<file path="config.mk">
export PLATFORM = sky130hd
export DESIGN_NAME = threshold_detector_flat
export DESIGN_NICKNAME = d
export VERILOG_FILES = /design/src/rtl/threshold_detector_pkg.sv /design/src/rtl/threshold_detector_if.sv /design/src/rtl/threshold_detector_hold_counter.sv /design/src/rtl/threshold_detector.sv /design/src/flat_wrapper.sv
export SDC_FILE = /design/constraint.sdc
export NUM_CORES = 1
export LEC_CHECK = 0
export CELL_PAD_IN_SITES_DETAIL_PLACEMENT = 0
export CELL_PAD_IN_SITES_GLOBAL_PLACEMENT = 1
export CORE_UTILIZATION = 40
export DETAILED_ROUTE_END_ITERATION = 16
export DONT_BUFFER_PORTS = 1
export PLACE_DENSITY_LB_ADDON = 0.1
export SLEW_MARGIN = 20
export SYNTH_ARGS = -nofsm -noshare
export SYNTH_HDL_FRONTEND = slang
export SYNTH_HIERARCHICAL = 1
export SYNTH_SLANG_ARGS = --single-unit
</file>
<file path="constraint.sdc">
create_clock -name CLK -period 5.1 [get_ports CLK]
set_clock_uncertainty 0.05 [all_clocks]
set_input_delay 0.255 -clock CLK [delete_from_list [all_inputs] [get_ports CLK]]
set_output_delay 0.255 -clock CLK [all_outputs]
set_load 0.01 [all_outputs]
</file>
<file path="src/rtl/threshold_detector_pkg.sv">
// Shared definitions for the threshold detector: FSM state encoding,
// default parameter values (also used by the smoothing-filter bench) and
// a helper that sizes the hold counter.
`timescale 1ns/1ps
package threshold_detector_pkg;

  typedef enum logic [1:0] {
    ST_LOW    = 2'd0,
    ST_ARM_HI = 2'd1,
    ST_HIGH   = 2'd2,
    ST_ARM_LO = 2'd3
  } state_t;

  localparam int DEF_WIDTH = 8;
  localparam int DEF_TH_HI = 160;
  localparam int DEF_TH_LO = 96;
  localparam int DEF_HOLD  = 4;
  localparam int DEF_CNT_W = 16;

  // Bits needed to hold the values 0..hold; never less than one bit.
  function automatic int cnt_bits(input int hold);
    return (hold < 2) ? 1 : $clog2(hold + 1);
  endfunction

endpackage

</file>
<file path="src/rtl/threshold_detector_if.sv">
// Sample-in / event-out bundle of the threshold detector.
// The detector connects through the slave modport; the sample source and
// event consumer use the master modport.
`timescale 1ns/1ps
interface threshold_detector_if
  import threshold_detector_pkg::*;
#(
  parameter int WIDTH = DEF_WIDTH,
  parameter int CNT_W = DEF_CNT_W
);
  logic             in_valid;
  logic [WIDTH-1:0] in_data;
  logic             level;
  logic             rise_pulse;
  logic             fall_pulse;
  logic [WIDTH-1:0] peak;
  logic             peak_valid;
  logic [CNT_W-1:0] event_count;

  modport master (
    output in_valid, in_data,
    input  level, rise_pulse, fall_pulse, peak, peak_valid, event_count
  );

  modport slave (
    input  in_valid, in_data,
    output level, rise_pulse, fall_pulse, peak, peak_valid, event_count
  );
endinterface

</file>
<file path="src/rtl/threshold_detector_hold_counter.sv">
// Consecutive-sample counter for the detector FSM. tc_o flags that the
// next enabled increment brings the count up to HOLD, so the FSM can act on
// the HOLD-th qualifying sample in the same cycle it is accepted.
`timescale 1ns/1ps
module threshold_detector_hold_counter
  import threshold_detector_pkg::*;
#(
  parameter int HOLD = DEF_HOLD,
  parameter int CW   = cnt_bits(HOLD)
) (
  input  logic CLK,
  input  logic RST,
  input  logic clear_i,
  input  logic enable_i,
  output logic tc_o
);
  localparam logic [CW-1:0] HOLD_C = CW'(HOLD);
  localparam logic [CW-1:0] LAST_C = CW'(HOLD - 1);

  logic [CW-1:0] cnt_q;
  logic [CW-1:0] cnt_d;

  // Clear wins over enable; the count saturates at HOLD and never wraps.
  always_comb begin
    cnt_d = cnt_q;
    if (clear_i) begin
      cnt_d = '0;
    end else if (enable_i && (cnt_q != HOLD_C)) begin
      cnt_d = cnt_q + CW'(1);
    end
  end

  // Count register with synchronous reset.
  always_ff @(posedge CLK) begin
    if (RST) begin
      cnt_q <= '0;
    end else begin
      cnt_q <= cnt_d;
    end
  end

  assign tc_o = (cnt_q == LAST_C);
endmodule

</file>
<file path="src/rtl/threshold_detector.sv">
// Hysteresis level detector for the smoothed sample stream: dual thresholds
// plus a consecutive-sample hold, producing registered rise/fall pulses, the
// peak of each completed excursion and a running rise count.
// Optional: define THRESH_DETECT_RUNTIME_TH_EN to take thresholds from the
// th_hi/th_lo ports (latched only while the detector sits in LOW).
`timescale 1ns/1ps
module threshold_detector
  import threshold_detector_pkg::*;
#(
  parameter int WIDTH = DEF_WIDTH,
  parameter int TH_HI = DEF_TH_HI,
  parameter int TH_LO = DEF_TH_LO,
  parameter int HOLD  = DEF_HOLD,
  parameter int CNT_W = DEF_CNT_W
) (
  input  logic             CLK,
  input  logic             RST,
`ifdef THRESH_DETECT_RUNTIME_TH_EN
  input  logic [WIDTH-1:0] th_hi,
  input  logic [WIDTH-1:0] th_lo,
`endif
  threshold_detector_if.slave bus
);
  state_t           state_q;
  logic             level_q;
  logic             rise_q;
  logic             fall_q;
  logic             peak_valid_q;
  logic [WIDTH-1:0] peak_q;
  logic [WIDTH-1:0] tracker_q;
  logic [CNT_W-1:0] count_q;

  logic [WIDTH-1:0] th_hi_cur;
  logic [WIDTH-1:0] th_lo_cur;
  logic [WIDTH-1:0] sample;
  logic [WIDTH-1:0] tracked_max;
  logic             valid;
  logic             hi_ok;
  logic             lo_ok;
  logic             cnt_clear;
  logic             cnt_en;
  logic             cnt_tc;

`ifdef THRESH_DETECT_RUNTIME_TH_EN
  logic [WIDTH-1:0] th_hi_q;
  logic [WIDTH-1:0] th_lo_q;

  // Shadow thresholds follow the ports only in LOW so an excursion in
  // progress is always judged against the thresholds it started with.
  always_ff @(posedge CLK) begin
    if (RST) begin
      th_hi_q <= WIDTH'(TH_HI);
      th_lo_q <= WIDTH'(TH_LO);
    end else if (state_q == ST_LOW) begin
      th_hi_q <= th_hi;
      th_lo_q <= th_lo;
    end
  end

  assign th_hi_cur = th_hi_q;
  assign th_lo_cur = th_lo_q;
`else
  assign th_hi_cur = WIDTH'(TH_HI);
  assign th_lo_cur = WIDTH'(TH_LO);
`endif

  assign valid       = bus.in_valid;
  assign sample      = bus.in_data;
  assign hi_ok       = (sample >= th_hi_cur);
  assign lo_ok       = (sample <= th_lo_cur);
  assign tracked_max = (sample > tracker_q) ? sample : tracker_q;

  // Hold counter control: count qualifying samples toward HOLD, restart
  // whenever the run breaks or a level change completes.
  always_comb begin
    cnt_clear = 1'b0;
    cnt_en    = 1'b0;
    if (valid) begin
      if ((state_q == ST_LOW) || (state_q == ST_ARM_HI)) begin
        if (hi_ok && !cnt_tc) cnt_en = 1'b1;
        else                  cnt_clear = 1'b1;
      end else begin
        if (lo_ok && !cnt_tc) cnt_en = 1'b1;
        else                  cnt_clear = 1'b1;
      end
    end
  end

  threshold_detector_hold_counter #(
    .HOLD (HOLD)
  ) u_hold (
    .CLK      (CLK),
    .RST      (RST),
    .clear_i  (cnt_clear),
    .enable_i (cnt_en),
    .tc_o     (cnt_tc)
  );

  // Level FSM with peak tracker, event counter and registered outputs.
  always_ff @(posedge CLK) begin
    if (RST) begin
      state_q      <= ST_LOW;
      level_q      <= 1'b0;
      rise_q       <= 1'b0;
      fall_q       <= 1'b0;
      peak_valid_q <= 1'b0;
      peak_q       <= '0;
      tracker_q    <= '0;
      count_q      <= '0;
    end else begin
      rise_q       <= 1'b0;
      fall_q       <= 1'b0;
      peak_valid_q <= 1'b0;
      if (valid) begin
        case (state_q)
          ST_LOW, ST_ARM_HI: begin
            if (hi_ok) begin
              // A fresh run starts the tracker from this sample.
              tracker_q <= (state_q == ST_LOW) ? sample : tracked_max;
              if (cnt_tc) begin
                state_q <= ST_HIGH;
                level_q <= 1'b1;
                rise_q  <= 1'b1;
                count_q <= count_q + CNT_W'(1);
              end else begin
                state_q <= ST_ARM_HI;
              end
            end else begin
              state_q   <= ST_LOW;
              tracker_q <= '0;
            end
          end
          ST_HIGH, ST_ARM_LO: begin
            tracker_q <= tracked_max;
            if (lo_ok) begin
              if (cnt_tc) begin
                state_q      <= ST_LOW;
                level_q      <= 1'b0;
                fall_q       <= 1'b1;
                peak_valid_q <= 1'b1;
                peak_q       <= tracked_max;
                tracker_q    <= '0;
              end else begin
                state_q <= ST_ARM_LO;
              end
            end else begin
              state_q <= ST_HIGH;
            end
          end
          default: state_q <= ST_LOW;
        endcase
      end
    end
  end

  assign bus.level       = level_q;
  assign bus.rise_pulse  = rise_q;
  assign bus.fall_pulse  = fall_q;
  assign bus.peak        = peak_q;
  assign bus.peak_valid  = peak_valid_q;
  assign bus.event_count = count_q;
endmodule
</file>
<file path="src/flat_wrapper.sv">
// flat-port wrapper written by rule: the top's interface ports become plain ports
module threshold_detector_flat import threshold_detector_pkg::*;
#(
  parameter int WIDTH = DEF_WIDTH,
  parameter int TH_HI = DEF_TH_HI,
  parameter int TH_LO = DEF_TH_LO,
  parameter int HOLD  = DEF_HOLD,
  parameter int CNT_W = DEF_CNT_W
)
  (CLK, RST, bus_in_valid, bus_in_data, bus_level, bus_rise_pulse, bus_fall_pulse, bus_peak, bus_peak_valid, bus_event_count);
  threshold_detector_if #(.WIDTH(WIDTH), .CNT_W(CNT_W)) bus_i ();
  input  logic CLK;
  input  logic RST;
  input wire logic [$bits(bus_i.in_valid)-1:0] bus_in_valid;
  input wire logic [$bits(bus_i.in_data)-1:0] bus_in_data;
  output wire logic [$bits(bus_i.level)-1:0] bus_level;
  output wire logic [$bits(bus_i.rise_pulse)-1:0] bus_rise_pulse;
  output wire logic [$bits(bus_i.fall_pulse)-1:0] bus_fall_pulse;
  output wire logic [$bits(bus_i.peak)-1:0] bus_peak;
  output wire logic [$bits(bus_i.peak_valid)-1:0] bus_peak_valid;
  output wire logic [$bits(bus_i.event_count)-1:0] bus_event_count;
  assign bus_i.in_valid = bus_in_valid;
  assign bus_i.in_data = bus_in_data;
  assign bus_level = bus_i.level;
  assign bus_rise_pulse = bus_i.rise_pulse;
  assign bus_fall_pulse = bus_i.fall_pulse;
  assign bus_peak = bus_i.peak;
  assign bus_peak_valid = bus_i.peak_valid;
  assign bus_event_count = bus_i.event_count;
  threshold_detector #(.WIDTH(WIDTH), .TH_HI(TH_HI), .TH_LO(TH_LO), .HOLD(HOLD), .CNT_W(CNT_W)) u_core (.CLK(CLK), .RST(RST), .bus(bus_i));
endmodule
</file>
==> results of run 1 <==
==> cell usage in the layout (no fill, tap or decap), drive strengths merged, types with 8 or more instances in the layout <==
| cell | count |
|---|---|
| a21oi | 15 |
| dfxtp | 40 |
| ha | 12 |
| inv | 12 |
| nand2 | 11 |
| nand3 | 13 |
| nand4 | 8 |
| nor2 | 32 |
| nor2b | 8 |
| nor3 | 12 |
| o21ai | 17 |
| xor2 | 10 |
==> cells by family (layout without fill, tap and decap cells) <==
logic type      count (synthesis)  count (layout)
xor+xnor                       15              15
mux                             2               2
buf+inv                        27              21
simple gates                  109             109
compound gates                 66              66
fa+ha+maj                      12              12
flops                          40              40
==> per-layer routing <==
metal | global-route usage [%] | wire, um | vias up
met5 | 0 | 0 | -
met3 | 4.94 | 310 | 5
met2 | 28.4 | 2280 | 49
li1 | - | - | 965
met1 | 27.5 | 2910 | 862
met4 | 5.66 | 52 | 0
==> how the worst max path moves through the flow <==
stage | depth (start not counted) | slack, ns | to | startpoint
2_1_floorplan | 8 | 3.10 | u_core/tracker_q[6]$_SDFFE_PP0P_ | u_core/u_hold/cnt_q[0]$_SDFFE_PP0P_
3_3_place_gp | 7 | 2.67 | u_core/tracker_q[6]$_SDFFE_PP0P_ | u_core/u_hold/cnt_q[0]$_SDFFE_PP0P_
3_5_place_dp | 7 | 2.71 | u_core/tracker_q[6]$_SDFFE_PP0P_ | u_core/u_hold/cnt_q[0]$_SDFFE_PP0P_
4_1_cts | 7 | 2.69 | u_core/tracker_q[6]$_SDFFE_PP0P_ | u_core/u_hold/cnt_q[0]$_SDFFE_PP0P_
5_1_grt | 7 | 2.47 | u_core/tracker_q[2]$_SDFFE_PP0P_ | u_core/u_hold/cnt_q[0]$_SDFFE_PP0P_
6_report | 7 | 2.68 | u_core/tracker_q[6]$_SDFFE_PP0P_ | u_core/u_hold/cnt_q[0]$_SDFFE_PP0P_
==> power groups by stage <==
| stage | clock network [W] | registers (W) | logic, W |
|---|---|---|---|
| floorplan | 0 | 0.000325 | 0.0000586 |
| global placement | 0 | 0.000326 | 0.0000643 |
| detailed placement | 0 | 0.000326 | 0.0000636 |
| CTS | 0.000220 | 0.000319 | 0.0000685 |
| global route | 0.000237 | 0.000320 | 0.0000772 |
| finish | 0.000216 | 0.000319 | 0.0000688 |
==> per-stage QoR <==
stage	utilization (%)	std cells	worst slack, ns
2_1_floorplan	-	271	3.10
3_3_place_gp	41.6	328	2.67
3_5_place_dp	41.6	328	2.71
4_1_cts	43.4	337	2.69
5_1_grt	43.3	337	2.47
6_report	43.3	337	2.68
==> sequential cells by signal (all words and copies together) (netlist names) <==
| register | flops |
|---|---|
| u_core/tracker_q | 8 |
| u_core/u_hold/cnt_q | 3 |
| u_core/bus.peak | 8 |
| u_core/bus.rise_pulse | 1 |
| u_core/state_q | 2 |
| u_core/bus.peak_valid | 1 |
| u_core/bus.level | 1 |
| u_core/bus.event_count | 16 |
==> layout make-up <==
type,instances,area (sq um)
multi-input combinational,204,1360
sequential,40,801
clock inverter,3,18.8
fill,568,3120
tap,72,90.1
timing repair buffer,1,5.00
clock buffer,5,68.8
inverter,12,45.0
==> run metrics, run 1 <==
status completed; half-perimeter wire length of the detailed placement result 3.83 mm; Worst setup SP type flop; remaining max-slew budget at the tightest pin 41.2%; data arrival time of the critical path 2.59 ns; largest net degree at the start of global routing 31; Max Cap Viol 0; Post-Syn Instances 271; Int Power 0.000438 W; vias in the first global route 1,767; height of the die 77.4 um; Leakage 0.820 nW; final sum of negative setup slack 0 ns; gr ovfl total 0; Compound-Gate Fraction of Synth Area 20.8%; portion of netlist area occupied by mux cells 0.880%; top flip-flop cell by instance count after synthesis sky130_fd_sc_hd__dfxtp_1; sequential-to-total area share from yosys stat 35.2%; placement-stage cell area 2290 sq um; area enclosed by the die boundary 5990 sq um; xor/xnor cell area share of the yosys netlist 5.78%; final-stage net count 287; clock tree sinks 40; start point of the worst hold path RST; peak per-stage delay on the critical path 0.75 ns; simple-gate share of the synthesized area 25.6%; share of the synthesized area in the top cell type 35.2%; asr flop ratio synth 0%; part of the total power dissipated in sequential elements 52.8%; Reg-to-Reg End u_core/tracker_q[6]$_SDFFE_PP0P_; Post-Route Hold Slack 0.00908 ns; most prevalent standard cell on the critical path sky130_fd_sc_hd__ha_1; via density per instance 5.58; worst hold path endpoint u_core/tracker_q[6]$_SDFFE_PP0P_; average wire per cell in the routed design 16.5 um; Global Route Usage Sum 19.3%; power density of the placed cells 253 nW/um^2; Die Span X 77.4 um; dominant combinational cell family by area after synthesis simple AND/OR/NAND/NOR gates; num ports 39; time the worst path needs with I/O delays and setup 2.42 ns; iteration count of the initial detailed-routing pass 4; period utilisation layout 47.5%; Worst-Margin Slew 0.883 ns; number of register bits inferred by synthesis 40; number of H-tree levels 2; required time at the endpoint of the critical path 5.27 ns; post-synthesis area per instance 8.39 sq um; CTS tree done; net count of the mapped netlist 294; switching power summed over all nets 0.000166 W; Worst R2R Start u_core/u_hold/cnt_q[0]$_SDFFE_PP0P_; portion of total power attributed to the clock network 35.8%; layout cell share with drive strength beyond 1 8.68%; commonest cells in the netlist sky130_fd_sc_hd__dfxtp_1, sky130_fd_sc_hd__nor2_1, sky130_fd_sc_hd__o21ai_0; peak supply drop 0.110 mV; later-pin clock latency in the skew report 0.30 ns; worst hold stages 1; setup repair bufs after CTS 0; upper clock frequency limit 0.412 GHz; library cell occupying the most area in the post-synthesis netlist sky130_fd_sc_hd__dfxtp_1; post-synthesis cell area 2270 sq um; setup repair after global routing missed its margin no; relative contribution of combinational cells to total power 11.4%; vias 1,881; class of the tightest hold or removal check input port to flop; first-pass GRT wire length 9.10 mm; count of routing violations after the opening detailed-route iteration 102; cell at the slowest stage of the critical path sky130_fd_sc_hd__a221oi_2; input/output buffers 0; Crit path max-delay family compound AO/OA/AOI/OAI gates; Resized Gates After CTS 0; clock root buffer master sky130_fd_sc_hd__clkbuf_8; number of design rule violations left after detail routing 0; synthesis-to-finish area growth 4.84%; antenna diode count 0; clock transition at the register clock pins on the worst setup and hold paths after CTS 0.09 ns; CP endpoint kind flop; Syn. warnings 6; count of distinct cell types in the synthesized netlist 50; antenna violations before repair 0; clk buf depth 2; post-route cell area 2380 sq um; switching power share of the total 27.5%; std cell rows 27; top cells by area in the synthesized netlist sky130_fd_sc_hd__dfxtp_1, sky130_fd_sc_hd__ha_1, sky130_fd_sc_hd__nor2_1, sky130_fd_sc_hd__xor2_1, sky130_fd_sc_hd__o21ai_0; fraction of the mapped netlist area in adder cells 6.60%; setup violators final 0; number of buffers inserted by hold repair at cts 1; initial standard-cell utilization of the core 41.3%; critical setup path kind flop to flop; number of buffers created by CTS 5; EDFF count, synth 0; area of the core region 5510 sq um; Max Fanout on Critical Path 14; slack of the worst reg-to-reg path 2.68 ns; count of antenna-violating nets left after detailed routing 0; number of buffer and inverter stages on the critical path 0; crit-path cells ha_1, ha_1, nor4b_1, a221oi_2, nor2_1, o31a_1, o32ai_1; post-layout power 0.000604 W; final number of hold-violating endpoints 0; total wire length 5.55 mm; count leader, synth sky130_fd_sc_hd__dfxtp_1; gp weighted congestion 0.765; final max-slew violation count 0; Worst Reg2Reg Path Length in Cells 7
No activity file was read; power rests on OpenSTA's default activity.
==> run 2: changes to the inputs <==
==> constraint.sdc (replaced) <==
create_clock -name CLK -period 2.54 [get_ports CLK]
set_clock_uncertainty 0.05 [all_clocks]
set_input_delay 0.127 -clock CLK [delete_from_list [all_inputs] [get_ports CLK]]
set_output_delay 0.127 -clock CLK [all_outputs]
set_load 0.01 [all_outputs]
==> run 2 against run 1 <==
  * Setup slack got worse by 2.4 ns
  * Combinational power rose by 140%
  * Highest routed layer unchanged
  * Die area unchanged
  * Sequential power grew 100%
  * Non-clock buffer count up 14
  * Final cell count increased by 3.9%
  * Global-route usage rose by 1.1 points
  * Sequential share of layout area decreased by 2.1 points
  * First-iteration DRC count rose by 7.8%
  * Wire length grew 4.5%
==> run metrics, run 2 (same netlist as run 1, synthesis figures left out) <==
status completed (unchanged); peak supply drop 0.204 mV (was 0.110 mV); Post-Route Hold Slack 0.00942 ns (was 0.00908 ns); data arrival time of the critical path 2.42 ns (was 2.59 ns); count of routing violations after the opening detailed-route iteration 110 (was 102); first-pass GRT wire length 9.77 mm (was 9.10 mm); Max Fanout on Critical Path 18 (was 14); placement-stage cell area 2330 sq um (was 2290 sq um); via density per instance 5.65 (was 5.58); power density of the placed cells 501 nW/um^2 (was 253 nW/um^2); gr ovfl total 0 (unchanged); gp weighted congestion 0.839 (was 0.765); area of the core region 5510 sq um (unchanged); antenna diode count 0 (unchanged); clk buf depth 2 (unchanged); period utilisation layout 89.4%; fin worst setup slack 0.269 ns (was 2.68 ns); std cell rows 27 (unchanged); remaining max-slew budget at the tightest pin 57.3% (was 41.2%); largest net degree at the start of global routing 42 (was 31); later-pin clock latency in the skew report 0.29 ns (was 0.30 ns); number of buffers created by CTS 5 (unchanged); clock transition at the register clock pins on the worst setup and hold paths after CTS 0.08 ns (was 0.09 ns); time the worst path needs with I/O delays and setup 2.27 ns; GRT met1 Usage 29.9% (was 27.5%); final-stage net count 301 (was 287); number of design rule violations left after detail routing 0 (unchanged); post-route cell area 2540 sq um (was 2380 sq um); critical setup path kind input port to flop (was flop to flop); iteration count of the initial detailed-routing pass 4 (unchanged); most common cell after layout, fill and taps aside sky130_fd_sc_hd__dfxtp_1 (unchanged); setup repair bufs after CTS 0 (unchanged); half-perimeter wire length of the detailed placement result 3.90 mm (was 3.83 mm); end-of-flow core utilization 46.2% (was 43.3%); CTS tree done (unchanged); layout cell share with drive strength beyond 1 9.71% (was 8.68%); most used cells in the layout excluding fill and tap cells sky130_fd_sc_hd__dfxtp_1, sky130_fd_sc_hd__nor2_1, sky130_fd_sc_hd__o21ai_0, sky130_fd_sc_hd__a21oi_1, sky130_fd_sc_hd__nand3_1 (unchanged); max FFs per register 16 (unchanged); height of the die 77.4 um (unchanged); Worst setup SP type input port (was flop); total wire length 5.80 mm (was 5.55 mm); Setup WS pre-CTS 0.224 ns (was 2.71 ns); clock root buffer master sky130_fd_sc_hd__clkbuf_8 (unchanged); CP endpoint kind flop (unchanged); routing usage on met2 29.0% (was 28.4%); setup repair after global routing missed its margin no (unchanged); synthesis-to-finish area growth 11.9% (was 4.84%); most crowded layer after global routing met1 (was met2); Worst-Margin Slew 0.641 ns (was 0.883 ns); setup violators final 0 (unchanged); upper clock frequency limit 0.440 GHz; Max Cap Viol 0 (unchanged); input/output buffers 0 (unchanged); final max-slew violation count 0 (unchanged); antenna violations before repair 0 (unchanged); count of antenna-violating nets left after detailed routing 0 (unchanged); class of the tightest hold or removal check input port to flop (unchanged); vias in the first global route 1,960 (was 1,767); num ports 39 (unchanged); initial standard-cell utilization of the core 41.3% (unchanged); final sum of negative setup slack 0 ns (unchanged); Leakage 0.891 nW (was 0.820 nW); number of H-tree levels 2 (unchanged); area enclosed by the die boundary 5990 sq um (unchanged); average wire per cell in the routed design 16.6 um (was 16.5 um); vias 1,977 (was 1,881); fill count 553 (was 568); clock tree sinks 40 (unchanged); met3 capacity usage during global routing 4.47% (was 4.94%); Die Span X 77.4 um (unchanged); final number of hold-violating endpoints 0 (unchanged); Global Route Usage Sum 20.5% (was 19.3%); required time at the endpoint of the critical path 2.69 ns (was 5.27 ns)
run 2: cell type report:
cell class | instances | area [sq um] | share of cell area, %
Timing Repair Buffer | 15 | 148 | 5.80
Tap cell | 72 | 90.1 | 3.54
Inverter | 12 | 45.0 | 1.77
Clock buffer | 7 | 96.3 | 3.79
Sequential cell | 40 | 801 | 31.5
Multi-Input combinational cell | 204 | 1370 | 53.6
run 2: final timing paths:
kind	slack, ns	start	to	cells after the start
hold reg to reg	0.46	u_core/tracker_q[3]$_SDFFE_PP0P_	u_core/bus.peak[3]$_SDFFE_PP0P_	2
setup / recovery	0.27	bus_in_data[0]	u_core/tracker_q[0]$_SDFFE_PP0P_	8
setup reg to reg	0.30	u_core/tracker_q[1]$_SDFFE_PP0P_	u_core/tracker_q[5]$_SDFFE_PP0P_	7
hold / removal	0.009	bus_in_valid	u_core/tracker_q[1]$_SDFFE_PP0P_	2
run 2: repair_timing:
| action | in CTS | in global routing |
|---|---|---|
| gates resized for setup | 0 | 1 |
| endpoints found under the setup margin | 0 | 4 |
| hold buffers | 10 | 0 |
| endpoints found under the hold margin | 40 | 0 |
run 2: per-layer routing:
layer	wire (um)	up-vias
li1	-	993
met1	3070	923
met2	2390	51
met3	239	10
met4	97	0
met5	0	-
run 2: stage by stage:
step	power, W	std cells
after floorplan	0.000771	271
after global placement	0.000790	333
after detailed placement	0.000788	333
after CTS	0.00128	350
after global routing	0.00133	350
final	0.00127	350
run 2: critical path, stage by stage:
cell and delay [ns]:
sky130_fd_sc_hd__dlygate4sd3_1 0.58, sky130_fd_sc_hd__inv_1 0.08, sky130_fd_sc_hd__ha_1 0.30, sky130_fd_sc_hd__nand4_1 0.11
sky130_fd_sc_hd__nor2b_1 0.17, sky130_fd_sc_hd__o21a_1 0.56, sky130_fd_sc_hd__o31ai_4 0.19, sky130_fd_sc_hd__o32ai_1 0.29
run 2: power breakdown:
group / internal, W / leakage, nW / switching [W]
sequential: 0.000634 / 0.323 / 0.00000670
clock: 0.000242 / 0.0503 / 0.000225
combinational: 0.0000710 / 0.518 / 0.0000953
==> run 3: changes to the inputs <==
--- a/config.mk
+++ b/config.mk
@@ -5,12 +5,14 @@
 export SDC_FILE = /design/constraint.sdc
 export NUM_CORES = 1
 export LEC_CHECK = 0
+export ABC_AREA = 1
 export CELL_PAD_IN_SITES_DETAIL_PLACEMENT = 0
 export CELL_PAD_IN_SITES_GLOBAL_PLACEMENT = 1
 export CORE_UTILIZATION = 40
 export DETAILED_ROUTE_END_ITERATION = 16
 export DONT_BUFFER_PORTS = 1
 export PLACE_DENSITY_LB_ADDON = 0.1
+export SETUP_SLACK_MARGIN = 0.4
 export SLEW_MARGIN = 20
 export SYNTH_ARGS = -nofsm -noshare
 export SYNTH_HDL_FRONTEND = slang
==> run 3 against run 2 <==
  * Highest routed layer unchanged
  * Via count is 4.8% higher
  * Maximum frequency is 18% higher
  * Die area is 2.4% higher
  * Synthesized area is 2.5% higher
  * First-iteration DRC count is 16% lower
  * Synthesized cell count is 24% higher
  * Largest power group unchanged
==> run metrics, run 3 <==
count of routing violations after the opening detailed-route iteration 92 (was 110); worst hold path endpoint u_core/tracker_q[1]$_SDFFE_PP0P_ (unchanged); Leakage 0.991 nW (was 0.891 nW); Die Span X 78.3 um (was 77.4 um); top cells by area in the synthesized netlist sky130_fd_sc_hd__dfxtp_1, sky130_fd_sc_hd__nand2_1, sky130_fd_sc_hd__a21oi_1, sky130_fd_sc_hd__inv_1, sky130_fd_sc_hd__nand3_1 (was sky130_fd_sc_hd__dfxtp_1, sky130_fd_sc_hd__ha_1, sky130_fd_sc_hd__nor2_1, sky130_fd_sc_hd__xor2_1, sky130_fd_sc_hd__o21ai_0); commonest cells in the netlist sky130_fd_sc_hd__nand2_1, sky130_fd_sc_hd__inv_1, sky130_fd_sc_hd__dfxtp_1 (was sky130_fd_sc_hd__dfxtp_1, sky130_fd_sc_hd__nor2_1, sky130_fd_sc_hd__o21ai_0); setup repair after global routing missed its margin no (unchanged); largest net degree at the start of global routing 21 (was 42); iteration count of the initial detailed-routing pass 4 (unchanged); number of register bits inferred by synthesis 40 (unchanged); count of distinct cell types in the synthesized netlist 32 (was 50); sequential-to-total area share from yosys stat 34.4% (was 35.2%); post-synthesis cell area 2330 sq um (was 2270 sq um); number of buffers inserted by hold repair at cts 2 (was 10); data arrival time of the critical path 2.09 ns (was 2.42 ns); half-perimeter wire length of the detailed placement result 4.20 mm (was 3.90 mm); worst hold stages 4 (was 2); layout cell share with drive strength beyond 1 7.46% (was 9.71%); area of the core region 5570 sq um (was 5510 sq um); fill count 623 (was 553); final cell count without fillers 407 (was 350); time the worst path needs with I/O delays and setup 1.93 ns (was 2.27 ns); peak per-stage delay on the critical path 0.36 ns (was 0.58 ns); most common cell after layout, fill and taps aside sky130_fd_sc_hd__nand2_1 (was sky130_fd_sc_hd__dfxtp_1); switching power share of the total 24.3% (was 25.7%); post-layout power 0.00128 W (was 0.00127 W); switching power summed over all nets 0.000313 W (was 0.000327 W); via density per instance 5.09 (was 5.65); synthesis-to-finish area growth 6.71% (was 11.9%); period utilisation layout 75.9% (was 89.4%); Reg-to-Reg End u_core/tracker_q[0]$_SDFFE_PP0P_ (was u_core/tracker_q[5]$_SDFFE_PP0P_); EDFF count, synth 0 (unchanged); final max-slew violation count 0 (unchanged); antenna violations before repair 0 (unchanged); post-synthesis area per instance 6.96 sq um (was 8.39 sq um); placement-stage cell area 2360 sq um (was 2330 sq um); height of the die 78.3 um (was 77.4 um); clk buf depth 2 (unchanged); most prevalent standard cell on the critical path sky130_fd_sc_hd__nand2_1; Crit path max-delay family simple AND/OR/NAND/NOR gates (was compound AO/OA/AOI/OAI gates); total wire length 5.74 mm (was 5.80 mm); part of the total power dissipated in sequential elements 50.0% (was 50.2%); input/output buffers 0 (unchanged); count leader, synth sky130_fd_sc_hd__nand2_1 (was sky130_fd_sc_hd__dfxtp_1); asr flop ratio synth 0% (unchanged); Int Power 0.000972 W (was 0.000947 W); num ports 39 (unchanged); portion of total power attributed to the clock network 39.5% (was 36.7%); area enclosed by the die boundary 6140 sq um (was 5990 sq um); count of antenna-violating nets left after detailed routing 0 (unchanged); required time at the endpoint of the critical path 2.70 ns (was 2.69 ns); number of placed cells counting well taps 397 (was 333); Global Route Usage Sum 19.8% (was 20.5%); CTS tree done (unchanged); Worst R2R Start u_core/tracker_q[7]$_SDFFE_PP0P_ (was u_core/tracker_q[1]$_SDFFE_PP0P_); top flip-flop cell by instance count after synthesis sky130_fd_sc_hd__dfxtp_1 (unchanged); antenna diode count 0 (unchanged); clock root buffer master sky130_fd_sc_hd__clkbuf_8 (unchanged); crit-path cells inv_1, ha_1, nand2_1, nor2_2, nand4_2, nand2_2, nand2_1, nand3_1, nand2_1, a21oi_1 (was dlygate4sd3_1, inv_1, ha_1, nand4_1, nor2b_1, o21a_1, o31ai_4, o32ai_1); clock transition at the register clock pins on the worst setup and hold paths after CTS 0.08 ns (about the same); setup violators final 0 (unchanged); cell count along the critical path 10 (was 8); most used cells in the layout excluding fill and tap cells sky130_fd_sc_hd__nand2_1, sky130_fd_sc_hd__inv_1, sky130_fd_sc_hd__dfxtp_1, sky130_fd_sc_hd__a21oi_1, sky130_fd_sc_hd__nand3_1 (was sky130_fd_sc_hd__dfxtp_1, sky130_fd_sc_hd__nor2_1, sky130_fd_sc_hd__o21ai_0, sky130_fd_sc_hd__a21oi_1, sky130_fd_sc_hd__nand3_1); first-pass GRT wire length 9.49 mm (was 9.77 mm); post-route cell area 2490 sq um (was 2540 sq um); number of buffer and inverter stages on the critical path 1 (was 2); Worst setup SP type flop (was input port); clock tree sinks 40 (unchanged); status completed (unchanged); gp weighted congestion 0.806 (was 0.839); remaining max-slew budget at the tightest pin 43.9% (was 57.3%); class of the tightest hold or removal check input port to flop (unchanged); library cell occupying the most area in the post-synthesis netlist sky130_fd_sc_hd__dfxtp_1 (unchanged); std cell rows 27 (unchanged); critical setup path kind flop to flop (was input port to flop); setup repair bufs after CTS 0 (unchanged); final-stage net count 357 (was 301); vias in the first global route 1,953 (was 1,960); Max Fanout on Critical Path 9 (was 18); cell at the slowest stage of the critical path sky130_fd_sc_hd__dfxtp_1 (was sky130_fd_sc_hd__dlygate4sd3_1); CP endpoint kind flop (unchanged); Syn. warnings 6 (unchanged); net count of the mapped netlist 358 (was 294); Post-Syn Instances 335 (was 271); initial standard-cell utilization of the core 41.8% (was 41.3%); average wire per cell in the routed design 14.1 um (was 16.6 um); final sum of negative setup slack 0 ns (unchanged); later-pin clock latency in the skew report 0.28 ns (was 0.29 ns); peak supply drop 0.238 mV (was 0.204 mV); power density of the placed cells 516 nW/um^2 (was 501 nW/um^2); max FFs per register 16 (unchanged); number of buffers created by CTS 5 (unchanged); number of design rule violations left after detail routing 0 (unchanged); final number of hold-violating endpoints 0 (unchanged); Worst Reg2Reg Path Length in Cells 10 (was 7); upper clock frequency limit 0.519 GHz (was 0.440 GHz); start point of the worst hold path bus_in_data[1] (was bus_in_valid); number of H-tree levels 2 (unchanged); relative contribution of combinational cells to total power 10.4% (was 13.0%); slack of the worst reg-to-reg path 0.61 ns (was 0.30 ns); vias 2,071 (was 1,977); Max Cap Viol 0 (unchanged); share of the synthesized area in the top cell type 34.4% (was 35.2%); Resized Gates After CTS 0 (unchanged); Worst-Margin Slew 0.839 ns (was 0.641 ns); gr ovfl total 0 (unchanged)
-- run 3: cell types whose count changed in the layout (fill, tap and decap cells not counted), sizes merged, moves of 6 or more --
| cell | change |
|---|---|
| nand2 | +59 |
| inv | +37 |
| nand3 | +23 |
| a21oi | +22 |
| xor2 | -9 |
| nor2b | -8 |
| a311oi | -7 |
| dlygate4sd3 | -7 |
| o31a | -7 |
| o32ai | -7 |
| buf | -6 |
| nor3 | -6 |
| o211ai | +6 |
| or2 | -6 |
-- run 3: how the worst max path moves through the flow --
| stage | startpoint | end | slack [ns] |
|---|---|---|---|
| 2_1_floorplan | u_core/u_hold/cnt_q[0]$_SDFFE_PP0P_ | u_core/bus.event_count[8]$_SDFFE_PP0P_ | 0.92 |
| 3_3_place_gp | u_core/tracker_q[7]$_SDFFE_PP0P_ | u_core/bus.peak[1]$_SDFFE_PP0P_ | 0.68 |
| 3_5_place_dp | u_core/tracker_q[7]$_SDFFE_PP0P_ | u_core/bus.peak[1]$_SDFFE_PP0P_ | 0.66 |
| 4_1_cts | u_core/tracker_q[7]$_SDFFE_PP0P_ | u_core/bus.peak[1]$_SDFFE_PP0P_ | 0.62 |
| 5_1_grt | u_core/tracker_q[7]$_SDFFE_PP0P_ | u_core/tracker_q[5]$_SDFFE_PP0P_ | 0.42 |
| 6_report | u_core/tracker_q[7]$_SDFFE_PP0P_ | u_core/tracker_q[0]$_SDFFE_PP0P_ | 0.61 |
-- run 3: kinds of logic after synthesis --
| family | Yosys count | share of synthesized area [%] |
|---|---|---|
| AOI/OAI and AO/OA | 68 | 15.7 |
| xor gates and xnor gates | 3 | 1.13 |
| adders and majority gates | 12 | 6.44 |
| buffers and inverters | 61 | 11.1 |
| DFF | 40 | 34.4 |
| and+or+nand+nor | 151 | 31.3 |
-- run 3: per-layer routing --
| layer | part of all wire [%] | vias up | global-route usage [%] |
|---|---|---|---|
| met5 | 0 | - | 0 |
| met4 | 0.42 | 0 | 4.44 |
| met3 | 4.0 | 2 | 4.65 |
| met2 | 48 | 41 | 34.7 |
| met1 | 48 | 934 | 24.5 |
| li1 | - | 1094 | - |
-- run 3: worst register-to-register path, delay by kind of cell (launching register included) --
| family | cells | cell delay, ns |
|---|---|---|
| simple gates | 7 | 1.00 |
| compound gates | 1 | 0.11 |
| flops | 1 | 0.36 |
| buf+inv | 1 | 0.05 |
| fa+ha+maj | 1 | 0.29 |
-- run 3: stage by stage --
step                setup slack (ns)  utilization (%)  hold slack [ns]
floorplan                      0.918                -            0.227
global route                   0.424             44.6           0.0891
detailed placement             0.658             42.3            0.149
CTS                            0.624             44.6           0.0666
global placement               0.680             42.3            0.149
finish                         0.612             44.6           0.0785
-- run 3: power groups by stage --
stage               sequential [W]  combinational (W)  clock (W)
floorplan                 0.000653           0.000108          0
global route              0.000644           0.000153   0.000552
detailed placement        0.000658           0.000125          0
CTS                       0.000643           0.000134   0.000530
finish                    0.000643           0.000134   0.000508
global placement          0.000658           0.000126          0
-- run 3: cell type report --
cell class	count	area, sq um	area share (%)
Multi-Input combinational cell	234	1270	51.2
Sequential cell	40	801	32.2
Inverter	51	196	7.90
Tap cell	72	90.1	3.62
Clock buffer	6	72.6	2.92
Clock inverter	2	35.0	1.41
Timing Repair Buffer	2	20.0	0.805
